## src/rtl/hamming_enc_serial.sv

```systemverilog
// rtl/hamming_enc_serial.sv - Hamming(IP_BIT+4, IP_BIT) encoder with optional error injection and bit-serial output
module hamming_enc_serial #(
    parameter int IP_BIT = 8
) (
    input  logic              clk,
    input  logic              rst,
    input  logic              in_valid,
    output logic              in_ready,
    input  logic [IP_BIT-1:0] in_data,
    input  logic [3:0]        in_inj_pos,
    output logic              out_valid,
    input  logic              out_ready,
    output logic              out_bit,
    output logic              out_last,
    output logic [IP_BIT+3:0] out_code
);

    localparam int         N    = IP_BIT + 4;
    localparam logic [3:0] LAST = 4'(N - 1);

    typedef enum logic {
        IDLE  = 1'b0,
        SHIFT = 1'b1
    } state_t;

    state_t         r_state, w_state_nxt;
    logic [N-1:0]   r_shift, w_shift_nxt;
    logic [N-1:0]   r_pend,  w_pend_nxt;
    logic           r_pend_full, w_pend_full_nxt;
    logic [3:0]     r_cnt,   w_cnt_nxt;
    logic [N-1:0]   w_enc;
    logic           w_accept;
    logic           w_out_hs;
    logic           w_last_hs;
    logic           w_shift_free;

    // Encode the offered word: place data bits, derive the four even-parity bits, then apply injection
    always_comb begin
        logic [N-1:0]      v_code;
        logic [IP_BIT-1:0] v_d;
        logic              v_p;
        v_code = '0;
        v_d    = in_data;
        v_p    = 1'b0;
        for (int j = 1; j <= N; j++) begin
            if ((j & (j - 1)) != 0) begin
                v_code[N-j] = v_d[IP_BIT-1];
                v_d         = v_d << 1;
            end
        end
        for (int k = 0; k < 4; k++) begin
            v_p = 1'b0;
            for (int j = 1; j <= N; j++) begin
                if ((((j >> k) & 1) == 1) && ((j & (j - 1)) != 0)) begin
                    v_p = v_p ^ v_code[N-j];
                end
            end
            v_code[N-(1<<k)] = v_p;
        end
        // Positions above N (and 0) never match, so they leave the word untouched
        for (int j = 1; j <= N; j++) begin
            if (int'(in_inj_pos) == j) begin
                v_code[N-j] = ~v_code[N-j];
            end
        end
        w_enc = v_code;
    end

    assign in_ready     = ~r_pend_full;
    assign w_accept     = in_valid & ~r_pend_full;
    assign w_out_hs     = (r_state == SHIFT) & out_ready;
    assign w_last_hs    = w_out_hs & (r_cnt == LAST);
    assign w_shift_free = (r_state == IDLE) | (w_last_hs & ~r_pend_full);

    // Next-state: refill the shifter from pending or input on the last bit, otherwise advance or park
    always_comb begin
        w_state_nxt     = r_state;
        w_shift_nxt     = r_shift;
        w_pend_nxt      = r_pend;
        w_pend_full_nxt = r_pend_full;
        w_cnt_nxt       = r_cnt;
        if (w_last_hs && r_pend_full) begin
            w_shift_nxt     = r_pend;
            w_pend_full_nxt = 1'b0;
            w_cnt_nxt       = 4'd0;
            w_state_nxt     = SHIFT;
        end else if (w_accept && w_shift_free) begin
            w_shift_nxt = w_enc;
            w_cnt_nxt   = 4'd0;
            w_state_nxt = SHIFT;
        end else begin
            if (w_accept) begin
                w_pend_nxt      = w_enc;
                w_pend_full_nxt = 1'b1;
            end
            // cnt stays at LAST in IDLE so out_bit keeps showing the final code bit
            if (w_last_hs) begin
                w_state_nxt = IDLE;
            end else if (w_out_hs) begin
                w_cnt_nxt = r_cnt + 4'd1;
            end
        end
    end

    // State register with asynchronous reset; a partially sent word is dropped
    always_ff @(posedge clk or posedge rst) begin
        if (rst) begin
            r_state     <= IDLE;
            r_shift     <= '0;
            r_pend      <= '0;
            r_pend_full <= 1'b0;
            r_cnt       <= 4'd0;
        end else begin
            r_state     <= w_state_nxt;
            r_shift     <= w_shift_nxt;
            r_pend      <= w_pend_nxt;
            r_pend_full <= w_pend_full_nxt;
            r_cnt       <= w_cnt_nxt;
        end
    end

    assign out_valid = (r_state == SHIFT);
    assign out_last  = (r_state == SHIFT) & (r_cnt == LAST);
    assign out_bit   = r_shift[LAST-r_cnt];
    assign out_code  = r_shift;

endmodule
```

## config.mk

```make
export PLATFORM = sky130hd
export DESIGN_NAME = hamming_enc_serial
export DESIGN_NICKNAME = d
export VERILOG_FILES = /design/src/rtl/hamming_enc_serial.sv
export SDC_FILE = /design/constraint.sdc
export NUM_CORES = 1
export LEC_CHECK = 0
export ABC_AREA = 0
export ABC_CLOCK_PERIOD_IN_PS = 5000
export BUFFER_PORTS_ARGS = -buffer_cell sky130_fd_sc_hd__buf_2
export CAP_MARGIN = 0
export CORE_UTILIZATION = 25
export DETAILED_ROUTE_END_ITERATION = 6
export GPL_TIMING_DRIVEN = 0
export PLACE_DENSITY_LB_ADDON = 0.1
export RECOVER_POWER = 100
export SLEW_MARGIN = 10
export SYNTH_ARGS = -nofsm -noshare
export SYNTH_HDL_FRONTEND = slang
export SYNTH_SLANG_ARGS = --single-unit
export TNS_END_PERCENT = 30
```

## constraint.sdc

```tcl
create_clock -name clk -period 5 [get_ports clk]
set_input_delay 1 -clock clk [delete_from_list [all_inputs] [get_ports clk]]
set_output_delay 1 -clock clk [all_outputs]
set_load 0.01 [all_outputs]
```

**After elaboration in Yosys (flattened, before gate mapping)**

Index checks and enable logic that the tools add are counted.

- Output and inout port bits: 16
- Input bits: 16
- Flip-flop bits (word level): 30

- Magnitude comparators: 1
- Multiplexer cells: 26
- Equal/unequal tests: 15
- Bitwise operators: 36
- Reduce and logical (&&, ||, !) cells: 9
- Add/sub/neg operators: 2

Operators by type and width:

| operator | number |
|---|---|
| equality test 4 bit, second input constant | 9 |
| two-way mux 12 bit | 2 |
| two-way mux 1 bit | 19 |
| two-way mux 4 bit | 4 |
| inverter 1 bit | 16 |
| XOR 1 bit | 14 |
| equality test 4 x 3 -> 1 bit, second input constant | 3 |
| nonzero test 3 bit | 2 |
| AND 1 bit | 5 |
| less-than comparator 4 x 5 -> 1 bit, second input constant | 1 |
| adder 4 x 1 -> 4 bit, second input constant | 1 |
| binary-select mux 1 bit (select 4 bit) | 1 |
| equality test 4 x 2 -> 1 bit, second input constant | 1 |
| AND reduction 2 bit | 2 |
| nonzero test 2 bit | 2 |
| subtractor 4 bit, first input constant | 1 |
| != test 3 x 1 -> 1 bit, second input constant | 1 |
| AND reduction 3 bit | 1 |
| logical AND 1 bit | 2 |
| != test 2 bit, second input constant | 1 |
| OR 1 bit | 1 |

**Depth between registers and ports, before layout**

Gate-level depths: netlist of the first run.

- Depth in word-level cells: 8
- Depth in mapped cells: 6
- Gate-level depth less buffers: 5

**Worst setup path after synthesis of the first run**

OpenSTA, ideal clock, no wires.

- Path type: register to output
- From: register r_cnt[0]
- To: output port out_bit
- Setup slack: 2770 ps
- Data required time: 4000 ps
- Data arrival time: 1230 ps
- Cell stages (with the launch flop): 4
- Buffers on the path: 0
- Path through: dfrtp_1 -> mux4_2 -> mux2i_1 -> o21ai_0

- Cells in the longest elaborated chain, start to end: 3

RTL lines:

| item | RTL line | RTL |
|---|---|---|
| start: declaration | 30 | `logic [3:0] r_cnt, w_cnt_nxt;` |
| start signal: assignment | 118 | `r_cnt <= w_cnt_nxt;` |
| subtractor 4 bit | 124 | `assign out_bit = r_shift[LAST-r_cnt];` |
| binary-select mux 1 bit (select 4 bit) | 124 |  |
| two-way mux 1 bit (not written as such) | 124 |  |
| end: declaration | 13 | `output logic out_bit,` |

Every way passes these cells. The select of a mux whose other input is x is not followed.

**Worst setup path after layout of the first run**

Same ends and word-level chain as after synthesis.

==> metrics.md, run 1 <==
| Metric | Value |
|---|---|
| FP Rows | 30 |
| Overall Global Routing Usage | 0.131 |
| CTS Sinks | 30 |
| Fin crit period | 2.79 ns |
| Worst-Skew Late Latency | 0.28 ns |
| RSZ-0062 raised after global routing | no |
| Total negative slack | 0 ns |
| Die Span Y | 88.0 um |
| Via density | 4.55 |
| Worst EP required | 4.00 ns |
| Synthesized instance count | 172 |
| Part of the power in combinational logic | 0.312 |
| CTS H-Tree Depth | 2 |
| Final core utilization | 0.313 |
| Lkg Pwr | 1.01 nW |
| Number of hold violations in the final report | 0 |
| MaxCap Viol Count | 0 |
| IO Port Bufs | 31 |
| Routed Antenna Nets | 0 |
| Vias in the first global route | 1432 |
| CP cell instances | mux4_2 -> mux2i_1 -> o21ai_0 -> clkbuf_1 |
| Setup crit end kind | output pin |
| Critical path class | flop to output pin |
| Rel. slew slack | 0.206 |
| Finished Cell Area | 0.00218 sq mm |
| Largest net degree at the start of global routing | 31 |
| Commonest non-fill, non-tap cell in the layout | dfrtp_1 |
| Fin nets | 228 |
| Antenna violations before repair | 0 |
| Initial DRC Count | 61 |
| Gr ovfl total | 0 |
| Most frequent cells in the layout | dfrtp_1, clkbuf_1, inv_1 |
| Setup bufs post-CTS | 0 |
| Die area | 0.00774 sq mm |
| # setup viols final | 0 |
| Placed Instance Area | 0.00212 sq mm |
| Worst Hold Slack | 0.517 ns |
| Slew @ Worst Pin | 1.19 ns |
| IO Pins | 32 |
| Cell Area, Synth | 0.00185 sq mm |
| Yosys warns | 0 |
| TritonRoute pass-1 iters | 4 |
| TritonCTS clock tree | yes |
| R2R cell count | 5 |
| Die Width | 88.0 um |
| CP max-delay cell | mux4_2 |
| Peak VDD IR | 82.5 uV |
| Hold Path Class | flop to flop |
| CTS resizes | 0 |
| GP Congestion | 0.680 |
| Sw frac | 0.342 |
| Post-synthesis sequential area ratio | 0.406 |
| First-pass GRT wire length | 7430 um |
| Root buffer cell | clkbuf_8 |
| Clock transition at path regs | 0.06 ns |
| Max FO, Critical Path | 7 |
| Layout cells sized above 1 | 0.152 |
| Synth Area per Inst | 10.7 sq um |
| WL per Instance | 14.8 um |
| Yosys reg bits | 30 |
| Clock Power Share | 0.234 |
| CP startpoint kind | flop |
| Slew Limit Fails | 0 |
| Fin Clk Skew | 0.00666 ns |
| CP arrival | 1.79 ns |
| Yosys cell types | 36 |
| Hold Crit Depth | 2 |
| Critical path's largest stage delay | 0.58 ns |
| Drc violations | 0 |
| Pwr dens | 395 mW/mm^2 |
| Status | finished, final reports clean |
| Area Overhead vs Synth | 18.1% |
| Share of power burned in registers | 0.455 |
| Peak Freq | 358 MHz |
| Final period util | 0.558 |
| Num CTS Buffers | 5 |
| Syn Nets | 190 |
| Hold_buf cts | 0 |
| Clock buffer depth | 2 |
| Ant. Diodes | 0 |
| Vias | 1396 |
| Routed WL | 4540 um |
| Core Region | 0.00698 sq mm |
| NetSw | 295 uW |
| Detailed placement HPWL | 3360 um |
| Initial Util | 0.265 |
| P_int | 567 uW |
## flip-flops by register name, summed over array words and instances (netlist names)
register / cells
r_cnt: 4
r_pend: 12
out_valid: 1
out_code: 12
r_pend_full: 1
## cells in the mapped netlist (all sizes together)
library cell,instances,area share
o221ai,12,0.060
ha,2,0.014
a22oi,1,0.0041
nand3,14,0.038
a21boi,2,0.0081
xnor2,12,0.057
nand2b,1,0.0034
xnor3,5,0.062
nor4bb,1,0.0054
a21oi,3,0.0081
nand4b,2,0.0095
xor2,2,0.0095
nor2,1,0.0020
nor4b,4,0.019
buf,6,0.018
a21o,1,0.0041
or4,2,0.0081
nand2,4,0.0081
inv,28,0.057
and4bb,5,0.034
and4,1,0.0047
mux2i,13,0.070
dfrtp,30,0.41
nand3b,1,0.0041
o21ai,4,0.011
and3b,1,0.0047
or3b,1,0.0047
o31ai,2,0.0081
mux4,3,0.037
clkbuf,5,0.010
nand4,2,0.0068
and3,1,0.0034
## metrics by stage
| step | total power, mW | cells | setup WS [ns] |
|---|---|---|---|
| floorplan | 0.582 | 172 | 2.77 |
| global placement | 0.676 | 299 | 2.49 |
| detailed placement | 0.678 | 299 | 2.48 |
| CTS | 0.884 | 307 | 2.17 |
| global route | 0.929 | 307 | 2.10 |
| finish | 0.862 | 307 | 2.21 |
## logic make-up after synthesis
family                     Yosys count  synth area share
muxes                               16             0.107
and+or+nand+nor                     41             0.156
buffers and inverters               39            0.0853
DFF                                 30             0.406
xor gates and xnor gates            19             0.129
adders and majority gates            2            0.0135
AOI/OAI and AO/OA                   25             0.104
## worst paths after layout
check | from | endpoint | slack (ns)
setup reg to reg | r_cnt[0]$_DFFE_PP0P_ | out_code[1]$_DFFE_PP0P_ | 2.74
hold / removal | r_pend[6]$_DFFE_PP0P_ | out_code[6]$_DFFE_PP0P_ | 0.52
min in group asynchronous | rst | r_pend[3]$_DFFE_PP0P_ | 1.03
hold reg to reg | r_pend[6]$_DFFE_PP0P_ | out_code[6]$_DFFE_PP0P_ | 0.52
max in group asynchronous | rst | r_pend[4]$_DFFE_PP0P_ | 3.26
setup / recovery | r_cnt[0]$_DFFE_PP0P_ | out_bit | 2.21
## power groups by stage
stage / clock network [mW] / registers (mW) / logic [mW]
detailed placement: 0 / 0.396 / 0.282
finish: 0.201 / 0.392 / 0.268
CTS: 0.210 / 0.392 / 0.282
floorplan: 0 / 0.384 / 0.198
global route: 0.220 / 0.404 / 0.306
global placement: 0 / 0.396 / 0.280
## worst max-delay path: cells and delay by family, from the launching register on
kind | cells | cell delay (ns)
mux | 2 | 0.75
flops | 1 | 0.54
buf+inv | 1 | 0.14
compound gates | 1 | 0.09
## layer usage
| layer | GRT usage | vias to the layer above | part of all wire |
|---|---|---|---|
| met5 | 0 | - | 0 |
| met1 | 0.176 | 670 | 0.49 |
| met2 | 0.209 | 29 | 0.46 |
| met3 | 0.0207 | 5 | 0.031 |
| li1 | - | 692 | - |
| met4 | 0.0581 | 0 | 0.019 |
## layout make-up
cell class	instances	area (sq um)
Fill cell	780	4800
Tap cell	96	120
Buffer	11	47.5
Multi-Input combinational cell	103	938
Inverter	28	105
Timing Repair Buffer	31	130
Clock inverter	1	5.00
Clock buffer	7	86.3
Sequential cell	30	751
(Power assumes the default switching activity.)
==> run 2: changes to the inputs <==
--- a/config.mk
+++ b/config.mk
@@ -5,8 +5,8 @@
 export SDC_FILE = /design/constraint.sdc
 export NUM_CORES = 1
 export LEC_CHECK = 0
-export ABC_AREA = 0
-export ABC_CLOCK_PERIOD_IN_PS = 5000
+export ABC_AREA = 1
+export ABC_CLOCK_PERIOD_IN_PS = 2550
 export BUFFER_PORTS_ARGS = -buffer_cell sky130_fd_sc_hd__buf_2
 export CAP_MARGIN = 0
 export CORE_UTILIZATION = 25
==> constraint.sdc (replaced) <==
create_clock -name clk -period 2.55 [get_ports clk]
set_input_delay 0.51 -clock clk [delete_from_list [all_inputs] [get_ports clk]]
set_output_delay 0.51 -clock clk [all_outputs]
set_load 0.01 [all_outputs]
==> run 2 against run 1 <==
  * Worst setup slack got worse by 1.8 ns
  * Register-to-register slack got worse by 2.4 ns
  * Sequential share of layout area fell by 3.5 points
  * Critical endpoint is now r_pend[4]$_DFFE_PP0P_
  * Design area rose by 11%
  * Global-route usage rose by 1.7 points
  * Synthesized area rose by 15%
  * Synthesized cell count rose by 93%
  * Sequential cell count did not move
  * Largest power group unchanged
==> metrics.md, run 2 <==
| Metric | Value |
|---|---|
| Status | finished, final reports clean (unchanged) |
| Adder-Cell Fraction of Synth Area | 0.0118 (was 0.0135) |
| Num CTS Buffers | 5 (unchanged) |
| Fin Clk Skew | 0.00388 ns (was 0.00666 ns) |
| Initial Util | 0.259 (was 0.265) |
| Yosys reg bits | 30 (unchanged) |
| Top_reg_cell synth | dfrtp_1 (unchanged) |
| Total negative slack | 0 ns (unchanged) |
| Slew Limit Fails | 0 (unchanged) |
| Largest net degree at the start of global routing | 31 (unchanged) |
| Die area | 0.00889 sq mm (was 0.00774 sq mm) |
| CTS Sinks | 30 (unchanged) |
| Vias in the first global route | 2007 (was 1432) |
| Yosys cell types | 26 (was 36) |
| Lkg Pwr | 1.39 nW (was 1.01 nW) |
| Overall Global Routing Usage | 0.148 (was 0.131) |
| CP arrival | 2.40 ns (was 1.79 ns) |
| Peak VDD IR | 217 uV (was 82.5 uV) |
| Fin crit period | 2.19 ns |
| Cell with the most instances after synthesis | nand2_1 (was dfrtp_1) |
| Cell Area, Synth | 0.00213 sq mm (was 0.00185 sq mm) |
| Synthesized instance count | 332 (was 172) |
| RSZ-0062 raised after global routing | no (unchanged) |
| Synth Area in Compound Gates | 0.0423 (was 0.104) |
| Sw frac | 0.417 (was 0.342) |
| Post-synthesis async set-or-reset flop share | 1.00 (unchanged) |
| Syn Nets | 350 (was 190) |
| Fin nets | 386 (was 228) |
| Synth Area in Simple Gates | 0.474 (was 0.156) |
| Synth Area per Inst | 6.41 sq um (was 10.7 sq um) |
| First-pass GRT wire length | 10000 um (was 7430 um) |
| CP cell instances | inv_1 -> ha_1 -> nand2_2 -> o21ai_4 -> nor3_1 -> clkbuf_1 -> nand3_1 -> nand2_1 (was mux4_2 -> mux2i_1 -> o21ai_0 -> clkbuf_1) |
| Root buffer cell | clkbuf_8 (unchanged) |
| Clock buffer depth | 2 (unchanged) |
| NetSw | 848 uW (was 295 uW) |
| GP Congestion | 0.771 (was 0.680) |
| Vias | 2100 (was 1396) |
| TritonRoute pass-1 iters | 4 (unchanged) |
| Hold Crit Depth | 2 (unchanged) |
| Drc violations | 0 (unchanged) |
| Routed Antenna Nets | 0 (unchanged) |
| Worst-Skew Late Latency | 0.28 ns (about the same) |
| Final period util | 0.857 |
| Number of hold violations in the final report | 0 (unchanged) |
| Mux cell area share after synthesis | 0 (was 0.107) |
| Slew @ Worst Pin | 1.18 ns (was 1.19 ns) |
| Hold_buf cts | 0 (unchanged) |
| Core Region | 0.00822 sq mm (was 0.00698 sq mm) |
| EDFF count, synth | 0 (unchanged) |
| Die Width | 94.3 um (was 88.0 um) |
| Part of the power in combinational logic | 0.397 (was 0.312) |
| Commonest cells in the synthesized netlist | nand2_1, inv_1, dfrtp_1 (was dfrtp_1, inv_1, nand3_1) |
| Die Span Y | 94.3 um (was 88.0 um) |
| Fill count | 930 (was 780) |
| Hold Path Class | flop to flop (unchanged) |
| # setup viols final | 0 (unchanged) |
| Pwr dens | 837 mW/mm^2 (was 395 mW/mm^2) |
| Max FO, Critical Path | 10 (was 7) |
| MaxCap Viol Count | 0 (unchanged) |
| Worst EP required | 2.77 ns (was 4.00 ns) |
| Setup bufs post-CTS | 0 (unchanged) |
| CTS resizes | 0 (unchanged) |
| Ant. Diodes | 0 (unchanged) |
| Post-synthesis sequential area ratio | 0.353 (was 0.406) |
| P_int | 1.19 mW (was 567 uW) |
| Largest family of logic cells by synthesized area | simple AND/OR/NAND/NOR gates (unchanged) |
| TritonCTS clock tree | yes (unchanged) |
| Detailed placement HPWL | 4560 um (was 3360 um) |
| Inst Count DP | 466 (was 299) |
| CP startpoint kind | flop (unchanged) |
| Non-Filler Instances | 474 (was 307) |
| Layout cells sized above 1 | 0.114 (was 0.152) |
| CTS H-Tree Depth | 2 (unchanged) |
| Via density | 4.43 (was 4.55) |
| R2R cell count | 8 (was 5) |
| CP max-delay cell | clkbuf_1 (was mux4_2) |
| IO Pins | 32 (unchanged) |
| Antenna violations before repair | 0 (unchanged) |
| XOR/XNOR Fraction of Synth Area | 0.0206 (was 0.129) |
| Commonest non-fill, non-tap cell in the layout | nand2_1 (was dfrtp_1) |
| IO Port Bufs | 29 (was 31) |
| Most frequent cells in the layout | nand2_1, inv_1, dfrtp_1 (was dfrtp_1, clkbuf_1, inv_1) |
| Peak Freq | 457 MHz |
| Gr ovfl total | 0 (unchanged) |
| Synth top area share | 0.353 (was 0.406) |
| Clock Power Share | 0.195 (was 0.234) |
| Area Overhead vs Synth | 14.2% (was 18.1%) |
| Rel. slew slack | 0.212 (was 0.206) |
| Yosys top cell by area | dfrtp_1 (unchanged) |
| Routed WL | 5850 um (was 4540 um) |
| WL per Instance | 12.3 um (was 14.8 um) |
| Setup crit end kind | flop (was output pin) |
| Initial DRC Count | 91 (was 61) |
| FP Rows | 33 (was 30) |
| Largest cells by area after synthesis | dfrtp_1, nand2_1, nand3_1 (was dfrtp_1, mux2i_1, inv_1) |
| Yosys warns | 0 (unchanged) |
| Share of power burned in registers | 0.408 (was 0.455) |
| Critical path class | flop to flop (was flop to output pin) |
| Clock transition at path regs | 0.06 ns (about the same) |
| Critical path's largest stage delay | 0.45 ns (was 0.58 ns) |
run 2: logic make-up after synthesis:
kind of cell,count (synthesis)
xor gates and xnor gates,5
buffers and inverters,46
DFF,30
and+or+nand+nor,234
AOI/OAI and AO/OA,15
adders and majority gates,2
run 2: power groups by stage:
stage | Combinational, mW | Clock [mW] | Sequential [mW]
detailed placement | 0.865 | 0 | 0.837
floorplan | 0.560 | 0 | 0.837
global route | 0.933 | 0.436 | 0.856
finish | 0.807 | 0.396 | 0.830
CTS | 0.871 | 0.407 | 0.828
global placement | 0.852 | 0 | 0.835
run 2: metal layers:
layer | up-vias | wire [um] | GRT usage
li1 | 1093 | - | -
met5 | - | 0 | 0
met2 | 50 | 2550 | 0.235
met1 | 946 | 2940 | 0.202
met3 | 11 | 222 | 0.0186
met4 | 0 | 142 | 0.0603
run 2: worst max-delay path: cells and delay by family, from the launching register on:
kind                     cells  cell delay [ns]
buffers and inverters        2             0.58
AND/OR/NAND/NOR              4             0.79
flip-flops                   1             0.44
adder cells (fa/ha/maj)      1             0.24
AO/OA/AOI/OAI                1             0.07
run 2: final cells by class:
cell class | count | area (sq um) | area share
plain buffers | 7 | 42.5 | 0.0175
clock buffers | 7 | 86.3 | 0.0355
clock inverters | 1 | 5.00 | 0.00206
inverters | 39 | 149 | 0.0613
multi-input cells | 256 | 1140 | 0.468
flip-flops and latches | 30 | 751 | 0.309
well taps | 105 | 131 | 0.0541
repair buffers | 29 | 128 | 0.0525
run 2: final timing paths:
kind	start	end	slack, ns
worst min-delay path	r_pend[9]$_DFFE_PP0P_	r_pend[9]$_DFFE_PP0P_	0.47
worst min register to register	r_pend[9]$_DFFE_PP0P_	r_pend[9]$_DFFE_PP0P_	0.47
worst max-delay path	r_cnt[2]$_DFFE_PP0P_	r_pend[4]$_DFFE_PP0P_	0.36
max in group asynchronous	rst	out_code[10]$_DFFE_PP0P_	1.30
worst max register to register	r_cnt[2]$_DFFE_PP0P_	r_pend[4]$_DFFE_PP0P_	0.36
min in group asynchronous	rst	r_pend[1]$_DFFE_PP0P_	0.54
run 2: through the flow:
| stage | setup slack [ns] | utilization | area (sq um) | power (mW) | hold slack, ns |
|---|---|---|---|---|---|
| final | 0.364 | 0.296 | 2430 | 2.03 | 0.470 |
| after global routing | 0.157 | 0.296 | 2430 | 2.22 | 0.506 |
| after CTS | 0.412 | 0.304 | 2500 | 2.11 | 0.475 |
| after detailed placement | 0.725 | 0.293 | 2400 | 1.70 | 0.458 |
| after global placement | 0.771 | 0.293 | 2400 | 1.69 | 0.454 |
| after floorplan | 0.985 | - | 2130 | 1.40 | 0.442 |
